`config.mk`:
```
export PLATFORM = sky130hd
export DESIGN_NAME = ps2_key_decoder
export DESIGN_NICKNAME = d
export VERILOG_FILES = /design/src/rtl/ps2_key_decoder.sv
export SDC_FILE = /design/constraint.sdc
export NUM_CORES = 1
export LEC_CHECK = 0
export ABC_AREA = 1
export BUFFER_PORTS_ARGS = -buffer_cell sky130_fd_sc_hd__buf_4
export CAP_MARGIN = 10
export CORE_UTILIZATION = 40
export DETAILED_ROUTE_END_ITERATION = 6
export GPL_TIMING_DRIVEN = 1
export PLACE_DENSITY_LB_ADDON = 0.2
export REMOVE_ABC_BUFFERS = 1
export SYNTH_ARGS = -nofsm -noshare
export SYNTH_HDL_FRONTEND = slang
export SYNTH_SLANG_ARGS = --single-unit
```
`constraint.sdc`:
```
create_clock -name clk -period 4.4 [get_ports clk]
set_input_delay 0.44 -clock clk [delete_from_list [all_inputs] [get_ports clk]]
set_output_delay 0.44 -clock clk [all_outputs]
set_load 0.005 [all_outputs]
```
`src/rtl/ps2_key_decoder.sv`:
```
// PS/2 keyboard receiver: synchronises and de-glitches the pins, frames 11-bit
// packets, and folds E0/F0 prefixes into one make/break event per scan code.
module ps2_key_decoder #(
  parameter int SYNC_STAGES    = 2,
  parameter int TIMEOUT_CYCLES = 50000,
  parameter int FILTER_LEN     = 4
) (
  input  logic       clk,
  input  logic       reset,
  input  logic       ps2_clk,
  input  logic       ps2_data,
  output logic       key_ready,
  output logic       make,
  output logic       ext,
  output logic [7:0] key_input,
  output logic       frame_error,
  output logic [1:0] dbg_state
);

  localparam int FCW = (FILTER_LEN > 2) ? $clog2(FILTER_LEN) : 1;
  localparam int TW  = (TIMEOUT_CYCLES > 2) ? $clog2(TIMEOUT_CYCLES) : 1;
  localparam logic [FCW-1:0] FILT_MAX  = FCW'(FILTER_LEN - 1);
  localparam logic [TW-1:0]  TIMER_MAX = TW'(TIMEOUT_CYCLES - 1);

  typedef enum logic [1:0] {
    IDLE   = 2'd0,
    DATA   = 2'd1,
    PARITY = 2'd2,
    STOP   = 2'd3
  } state_t;

  state_t               r_state;
  state_t               w_state_nxt;
  logic [SYNC_STAGES-1:0] r_clk_sync;
  logic [SYNC_STAGES-1:0] r_dat_sync;
  logic                 r_filt_clk;
  logic [FCW-1:0]       r_filt_cnt;
  logic [7:0]           r_shift;
  logic [2:0]           r_bit_cnt;
  logic                 r_parity;
  logic [TW-1:0]        r_timer;
  logic                 r_ext_flag;
  logic                 r_brk_flag;
  logic                 w_clk_s;
  logic                 w_data_s;
  logic                 w_fall;
  logic                 w_timeout;
  logic                 w_good;
  logic                 w_bad;

  assign w_clk_s  = r_clk_sync[SYNC_STAGES-1];
  assign w_data_s = r_dat_sync[SYNC_STAGES-1];
  // Fall strobe fires in the same cycle the filtered level drops.
  assign w_fall   = r_filt_clk & ~w_clk_s & (r_filt_cnt == FILT_MAX);
  assign w_timeout = (r_state != IDLE) & ~w_fall & (r_timer == TIMER_MAX);
  assign dbg_state = r_state;

  // Synchronisers idle high to match the undriven PS/2 bus, so reset
  // release never manufactures a falling edge.
  always_ff @(posedge clk or negedge reset) begin
    if (!reset) begin
      r_clk_sync <= '1;
      r_dat_sync <= '1;
      r_filt_clk <= 1'b1;
      r_filt_cnt <= '0;
    end else begin
      r_clk_sync <= {r_clk_sync[SYNC_STAGES-2:0], ps2_clk};
      r_dat_sync <= {r_dat_sync[SYNC_STAGES-2:0], ps2_data};
      if (w_clk_s != r_filt_clk) begin
        if (r_filt_cnt == FILT_MAX) begin
          r_filt_clk <= w_clk_s;
          r_filt_cnt <= '0;
        end else begin
          r_filt_cnt <= r_filt_cnt + 1'b1;
        end
      end else begin
        r_filt_cnt <= '0;
      end
    end
  end

  always_ff @(posedge clk or negedge reset) begin
    if (!reset) r_state <= IDLE;
    else        r_state <= w_state_nxt;
  end

  always_comb begin
    w_state_nxt = r_state;
    w_good      = 1'b0;
    w_bad       = 1'b0;
    if (w_timeout) begin
      w_state_nxt = IDLE;
      w_bad       = 1'b1;
    end else if (w_fall) begin
      case (r_state)
        IDLE:   if (!w_data_s) w_state_nxt = DATA;
        DATA:   if (r_bit_cnt == 3'd7) w_state_nxt = PARITY;
        PARITY: w_state_nxt = STOP;
        STOP: begin
          w_state_nxt = IDLE;
          w_good      = w_data_s & (^r_shift ^ r_parity);
          w_bad       = ~w_good;
        end
        default: w_state_nxt = IDLE;
      endcase
    end
  end

  always_ff @(posedge clk or negedge reset) begin
    if (!reset) begin
      r_shift   <= '0;
      r_bit_cnt <= '0;
      r_parity  <= 1'b0;
      r_timer   <= '0;
    end else begin
      if (r_state == IDLE || w_fall) r_timer <= '0;
      else                           r_timer <= r_timer + 1'b1;
      if (w_fall) begin
        case (r_state)
          IDLE:   r_bit_cnt <= '0;
          DATA: begin
            r_shift   <= {w_data_s, r_shift[7:1]};
            r_bit_cnt <= r_bit_cnt + 1'b1;
          end
          PARITY: r_parity <= w_data_s;
          default: ;
        endcase
      end
    end
  end

  // Event generation: outputs update the cycle after the stop-bit fall.
  always_ff @(posedge clk or negedge reset) begin
    if (!reset) begin
      key_ready   <= 1'b0;
      frame_error <= 1'b0;
      make        <= 1'b0;
      ext         <= 1'b0;
      key_input   <= '0;
      r_ext_flag  <= 1'b0;
      r_brk_flag  <= 1'b0;
    end else begin
      key_ready   <= 1'b0;
      frame_error <= 1'b0;
      if (w_bad) begin
        frame_error <= 1'b1;
        r_ext_flag  <= 1'b0;
        r_brk_flag  <= 1'b0;
      end else if (w_good) begin
        case (r_shift)
          8'hE0: r_ext_flag <= 1'b1;
          8'hF0: r_brk_flag <= 1'b1;
          8'hE1: ;
          default: begin
            key_ready  <= 1'b1;
            key_input  <= r_shift;
            make       <= ~r_brk_flag;
            ext        <= r_ext_flag;
            r_ext_flag <= 1'b0;
            r_brk_flag <= 1'b0;
          end
        endcase
      end
    end
  end

endmodule

```
; Word-level counts from Yosys, hierarchy flattened
; Index checks and enable logic that the tools add are counted.
[word_totals]
register_bits = 51
input_bits = 4
out_inout_bits = 14
word_cells = 88
[classes]
add_sub_neg = 3
eq_ne = 14
mux = 25
bitwise_logic = 12
n_reduce_logical = 18
[op_table]
columns = cell, count
row1 = $eq A8 B8 Y1 const B, 3
row2 = $add A16 B1 Y16 const B, 1
row3 = $eq A16 B16 Y1 const B, 1
row4 = $mux W16, 1
row5 = $mux W1, 14
row6 = $mux W2, 6
row7 = $reduce_and A2 Y1, 6
row8 = $pmux W2 S4, 1
row9 = $reduce_bool A2 Y1, 4
row10 = $reduce_xor A8 Y1, 1
row11 = $eq A2 B2 Y1 const B, 3
row12 = $ne A3 B3 Y1 const B, 2
row13 = $not A1 Y1, 6
row14 = $pmux W3 S2, 1
row15 = $reduce_and A3 Y1, 2
row16 = $and A1 B1 Y1, 5
row17 = $ne A2 B1 Y1 const B, 2
row18 = $pmux W1 S2, 2
row19 = $reduce_or A2 Y1, 2
row20 = $add A3 B1 Y3 const B, 1
row21 = $eq A3 B3 Y1 const B, 1
row22 = $reduce_or A3 Y1, 1
row23 = $add A2 B1 Y2 const B, 1
row24 = $eq A2 B1 Y1 const B, 1
row25 = 4 further kinds, 4

; Depth between registers and ports, before layout
[depth]
depth_word = 9
mapped_depth = 13
ltp_nobuf = 13

; Worst setup path before layout
; OpenSTA, ideal clock, no wires.
[synth_timing]
kind = reg2reg
start = reg r_clk_sync[1]
end = reg r_brk_flag
setup_time_ns = 0.119
arrival_time_ns = 1.539
required_ns = 4.281
setup_slack_ns = 2.742
stages_incl_launch_ff = 11
path_buffers = 0
synth_period_minus_slack_ns = 1.658
path_cell_list = dfstp_2 > inv_1 > ha_1 > a21oi_4 > inv_4 > nor2_4 > nand2_2 > nand2_1 > nand3_1 > nand2_1 > nor2_1
[synth_via]
elab_chain_cells = 9
elab_cells_between_ends = 14
cone_classes = 1 x eq/ne / 5 x mux / 6 x bitwise / 2 x reduce/logical
[synth_lines]
columns = item, line_no
row1 = from (decl), 34  ; logic [SYNC_STAGES-1:0] r_clk_sync;
row2 = from (signal assigned), 67  ; r_clk_sync <= {r_clk_sync[SYNC_STAGES-2:0], ps2_clk};
row3 = $not A1 Y1 (*), 54  ; assign w_fall = r_filt_clk & ~w_clk_s & (r_filt_cnt == FILT_MAX);
row4 = $and A1 B1 Y1 (*) (2 in a row), 54
row5 = $not A1 Y1, 55  ; assign w_timeout = (r_state != IDLE) & ~w_fall & (r_timer == TIMER_MAX);
row6 = $and A1 B1 Y1 (2 in a row), 55
row7 = $mux W1, 91  ; if (w_timeout) begin
row8 = $ne A2 B1 Y1 (no line) / $reduce_bool A2 Y1 (equally long branches), n/a
row9 = $reduce_and A2 Y1 (no line), n/a
row10 = to (signal assigned), 141  ; r_brk_flag <= 1'b0;
row11 = to (signal assigned), 148  ; r_brk_flag <= 1'b0;
row12 = to (signal assigned), 152  ; 8'hF0: r_brk_flag <= 1'b1;
row13 = to (decl), 43  ; logic r_brk_flag;
; Mark *: on every way between the ends. The rest lies on a longest branch, timed or not.
; A chain may end at the register's enable or synchronous reset.

; Final worst setup path
[layout_timing]
start = reg r_shift[1]
end = reg key_input[4]
[layout_via]
elab_chain_cells = 9
elab_cells_between_ends = 17
cone_classes = 3 x eq/ne / 6 x mux / 5 x bitwise / 3 x reduce/logical
[layout_lines]
columns = item, line_no
row1 = from (decl), 38  ; logic [7:0] r_shift;
row2 = from (signal assigned), 122  ; r_shift <= {w_data_s, r_shift[7:1]};
row3 = $reduce_xor A8 Y1, 101  ; w_good = w_data_s & (^r_shift ^ r_parity);
row4 = $xor A1 B1 Y1, 101
row5 = $and A1 B1 Y1, 101
row6 = $not A1 Y1, 102  ; w_bad = ~w_good;
row7 = $mux W1, 95  ; case (r_state)
row8 = $mux W1, 94  ; end else if (w_fall) begin
row9 = $mux W1, 91
row10 = $not A1 Y1 (no line), n/a
row11 = $reduce_and A3 Y1 (no line) (*), n/a
row12 = to (signal assigned), 156  ; key_input <= r_shift;
row13 = to (decl), 15  ; output logic [7:0] key_input,
; Marked as above.

==> reports/results.md <==
| Stage | Result | Value |
|:---|:---|:---|
| outcome | Run status | complete, no violations |
| logic synthesis | Average footprint of a synthesized cell | 8.98 µm² |
| worst setup path | R2R Path Start | r_shift[1] |
| clock network | # Post-CTS Setup Buffers | 0 |
| sta | Final Cycle Share | 46.0% |
| detailed routing | Remaining antenna violation count after routing | 0 |
| sta | Hold Violations, Final | 0 |
| worst setup path | Reg2Reg Capture Point | key_input[4] |
| logic synthesis | Register area share after synthesis | 50.5% |
| logic synthesis | Gate count after technology mapping | 283 |
| die | Die height | 81.7 µm |
| die | Placeable core region | 6030 µm² |
| die | Initial Utilization | 42.2% |
| die | Die area | 6680 µm² |
| power | Sequential Power Share | 50.5% |
| cells and area | Number of non-filler instances in the completed layout | 380 |
| placement | Total of buffers placed on input and output ports | 17 |
| cells and area | Post-synthesis to final-layout area growth | 12.3% |
| sta | Slew Limit Fails | 0 |
| detailed routing | Vias after detailed routing | 1824 |
| logic synthesis | Synth unique cells | 32 |
| grt | Global Route Usage Sum | 14.6% |
| clock network | Cts bufs inserted | 5 |
| logic synthesis | Netlist area before placement | 2540 µm² |
| worst setup path | Count of buffer and inverter cells on the critical path | 2 |
| logic synthesis | Ys Warns | 0 |
| clock network | Total of cells resized after clock tree synthesis | 0 |
| placement | Post-place setup slack | 2.35 ns |
| power | Overall power after layout | 1.03 mW |
| logic synthesis | Total of flip-flops plus latches after synthesis | 51 |
| clock network | Level count of the clock H-tree | 2 |
| grt | Maximum number of pins on one net before global-route repair | 52 |
| worst setup path | WP data arrival | 2.20 ns |
| sta | Final hold slack | 0.137 ns |
| worst setup path | Ordered list of cells on the worst path | inv_1 > ha_1 > inv_1 > nand2_1 > nand2_1 > nand2_1 > nand2_1 > nand2_1 > nand2_1 > nand3_2 > nand2_1 > o21ai_2 |
| min path | Type of the worst min-delay path | input pin to asynchronous set/reset pin |
| worst setup path | Crit path capture type | flip-flop |
| placement | DP Area | 2740 µm² |
| sta | Fin crit period | 2.02 ns |
| power | NetSw | 0.283 mW |
| detailed routing | Count of TritonRoute iterations in the first routing pass | 4 |
| worst setup path | Top cell by count, worst path | sky130_fd_sc_hd__nand2_1 |
| detailed routing | Sum of routed wire length over all layers | 4130 µm |
| sta | Final worst clock skew | 0.00556 ns |
| grt | Global-route wire length before repair | 7510 µm |
| sta | Total setup violations reported at the end of the flow | 0 |
| worst setup path | Largest delay share family, worst path | simple AND/OR/NAND/NOR gates |
| sta | Maximum achievable frequency | 494 MHz |
| die | Number of top-level pins | 18 |
| cells and area | Antenna Diode Count | 0 |
| worst setup path | CP peak stage delay | 0.40 ns |
| die | Number of core rows | 28 |
| worst setup path | Critical-path maximum fanout | 21 |
| worst setup path | Critical Path Start Type | flip-flop |
| worst setup path | Type of the worst setup path | flip-flop to flip-flop |
| clock network | CTS Hold Bufs | 0 |
| sta | Setup total negative slack | 0 ns |
| clock network | Clk pin slew, worst setup/hold paths | 0.09 ns |
| die | Die X | 81.7 µm |
| grt | Residual overflow from global routing | 0 |
| detailed routing | DRC violations left | 0 |
| grt | Number of global-route vias before repair | 1673 |
| sta | Setup repair after global routing missed its margin | false |
| sta | Slew margin rel. | 58.1% |
| power | Power density cells | 363 nW/µm² |
| power | Share of power burned in combinational logic | 17.4% |
| placement | Final HPWL from detailed placement | 3040 µm |
| worst setup path | CP max stage cell | sky130_fd_sc_hd__nand3_2 |
| power | Power share of the clock group | 32.2% |
| worst setup path | Required time at the endpoint of the critical path | 4.58 ns |
| clock network | Clock latency on the worst-skew pair | 0.29 ns |
| cells and area | Final Util | 47.4% |
| cells and area | Final cell area excluding filler cells | 2850 µm² |
| cells and area | Fin nets | 324 |
| cells and area | Fraction of layout cells with a size suffix above 1 | 18.0% |
| detailed routing | First-iteration detailed-routing DRC count | 84 |
| clock network | CTS tree | done |
| clock network | Buffers from clock root to sink, at most | 2 |
| sta | Final WS setup | 2.38 ns |
| power | Cell Int Power | 0.751 mW |
| detailed routing | Average via count per standard cell | 4.80 |
| placement | Instance count after placement with tap cells included | 372 |
| sta | Pin slew with the least headroom to its limit | 0.629 ns |
| power | VDD IR-drop max | 249 µV |
| clock network | Clock Root Buffer | sky130_fd_sc_hd__clkbuf_8 |
| detailed routing | Detailed-route wire length per cell | 10.9 µm |
| clock network | Clock net sink count | 51 |
| placement | Final estimated routing congestion in global placement | 0.807 |
| job | Max-cap violations | 0 |
| grt | Number of antenna violations at the first check in global routing | 0 |
| worst setup path | Minimum setup slack among reg-to-reg paths | 2.38 ns |
| power | Net switching share of the total power | 27.4% |
| power | LEAKAGE | 1.38 nW |
| worst setup path | Length in cells of the worst reg-to-reg path | 12 |
| worst setup path | Crit. path cell count | 12 |
## placed cells by master, fill, tap and decap left out, drive strengths merged, types with 3 or more instances in the layout
cell type	n
nand2	65
dfrtp	46
inv	43
o21ai	30
nor2	26
buf	17
ha	16
nand3	14
a21oi	13
nor3	9
clkbuf	6
dfstp	5
xor2	3
nand4	3
## power groups by stage
stage,logic [mW],registers (mW),clock network [mW]
final,0.180,0.522,0.333
after global routing,0.209,0.527,0.366
after CTS,0.184,0.523,0.345
after detailed placement,0.184,0.532,0
after global placement,0.182,0.531,0
after floorplan,0.133,0.529,0
## synthesized netlist by cell type, drive strengths merged
cell type   n  area, µm²
clkbuf      1       3.75
o21ai      30        188
a21oi      13       76.3
nand4       3       18.8
nor2       26        108
inv        43        164
a21boi      1       7.51
ha         16        200
a31oi       1       6.26
nand2      65        256
dfrtp      46       1150
o2111ai     1       8.76
xor2        3       26.3
nor4        1       6.26
o21bai      1       7.51
o21a        1       7.51
dfstp       5        131
buf         2       22.5
nor3        9       61.3
clkinv      1       5.00
nand3      14       85.1
## worst max path at each step
stage,from,to
2_1_floorplan,r_clk_sync[1],ext
3_3_place_gp,r_clk_sync[1],key_input[6]
3_5_place_dp,r_clk_sync[1],key_input[7]
4_1_cts,r_clk_sync[1],key_input[7]
5_1_grt,r_shift[1],key_input[3]
6_report,r_shift[1],key_input[4]
## layer usage
layer / GRT usage, % / vias up / wire length [µm] / share of wire, %
met5: 0 / - / 0 / 0
met4: 3.68 / 0 / 34 / 0.82
met3: 3.44 / 4 / 154 / 3.7
met2: 23.2 / 28 / 1840 / 45
met1: 20.2 / 846 / 2100 / 51
li1: - / 946 / - / -
## cell type report
cell class                      instances  area [µm²]
Clock buffer                            6        82.6
Clock inverter                          2        35.0
Fill cell                             591        3170
Inverter                               44         169
Multi-Input combinational cell        185        1060
Sequential cell                        51        1280
Tap cell                               75        93.8
Timing Repair Buffer                   17         128
## worst register-to-register path: stages (launching register included)
cell and delay (ns):
sky130_fd_sc_hd__dfrtp_1 0.39, sky130_fd_sc_hd__inv_1 0.14, sky130_fd_sc_hd__ha_1 0.27, sky130_fd_sc_hd__inv_1 0.06, sky130_fd_sc_hd__nand2_1 0.05, sky130_fd_sc_hd__nand2_1 0.06, sky130_fd_sc_hd__nand2_1 0.06, sky130_fd_sc_hd__nand2_1 0.06
sky130_fd_sc_hd__nand2_1 0.04, sky130_fd_sc_hd__nand2_1 0.08, sky130_fd_sc_hd__nand3_2 0.40, sky130_fd_sc_hd__nand2_1 0.22, sky130_fd_sc_hd__o21ai_2 0.07
## cells by family (layout without fill, tap and decap cells)
kind of cell,count (synthesis),in the layout,share of synthesized area (%)
buffers and inverters,47,69,7.68
AO/OA/AOI/OAI,48,48,11.9
AND/OR/NAND/NOR,118,118,21.1
flip-flops,51,51,50.5
XOR/XNOR,3,3,1.03
adder cells (fa/ha/maj),16,16,7.88
## registers in the layout (all words and copies together) (netlist names)
signal,flops
r_timer,16
key_input,8
r_shift,8
r_bit_cnt,3
dbg_state,2
r_clk_sync,2
r_dat_sync,2
r_filt_cnt,2
ext,1
frame_error,1
key_ready,1
make,1
r_brk_flag,1
r_ext_flag,1
r_filt_clk,1
r_parity,1
Note: power is estimated with default switching activity, not from simulation.
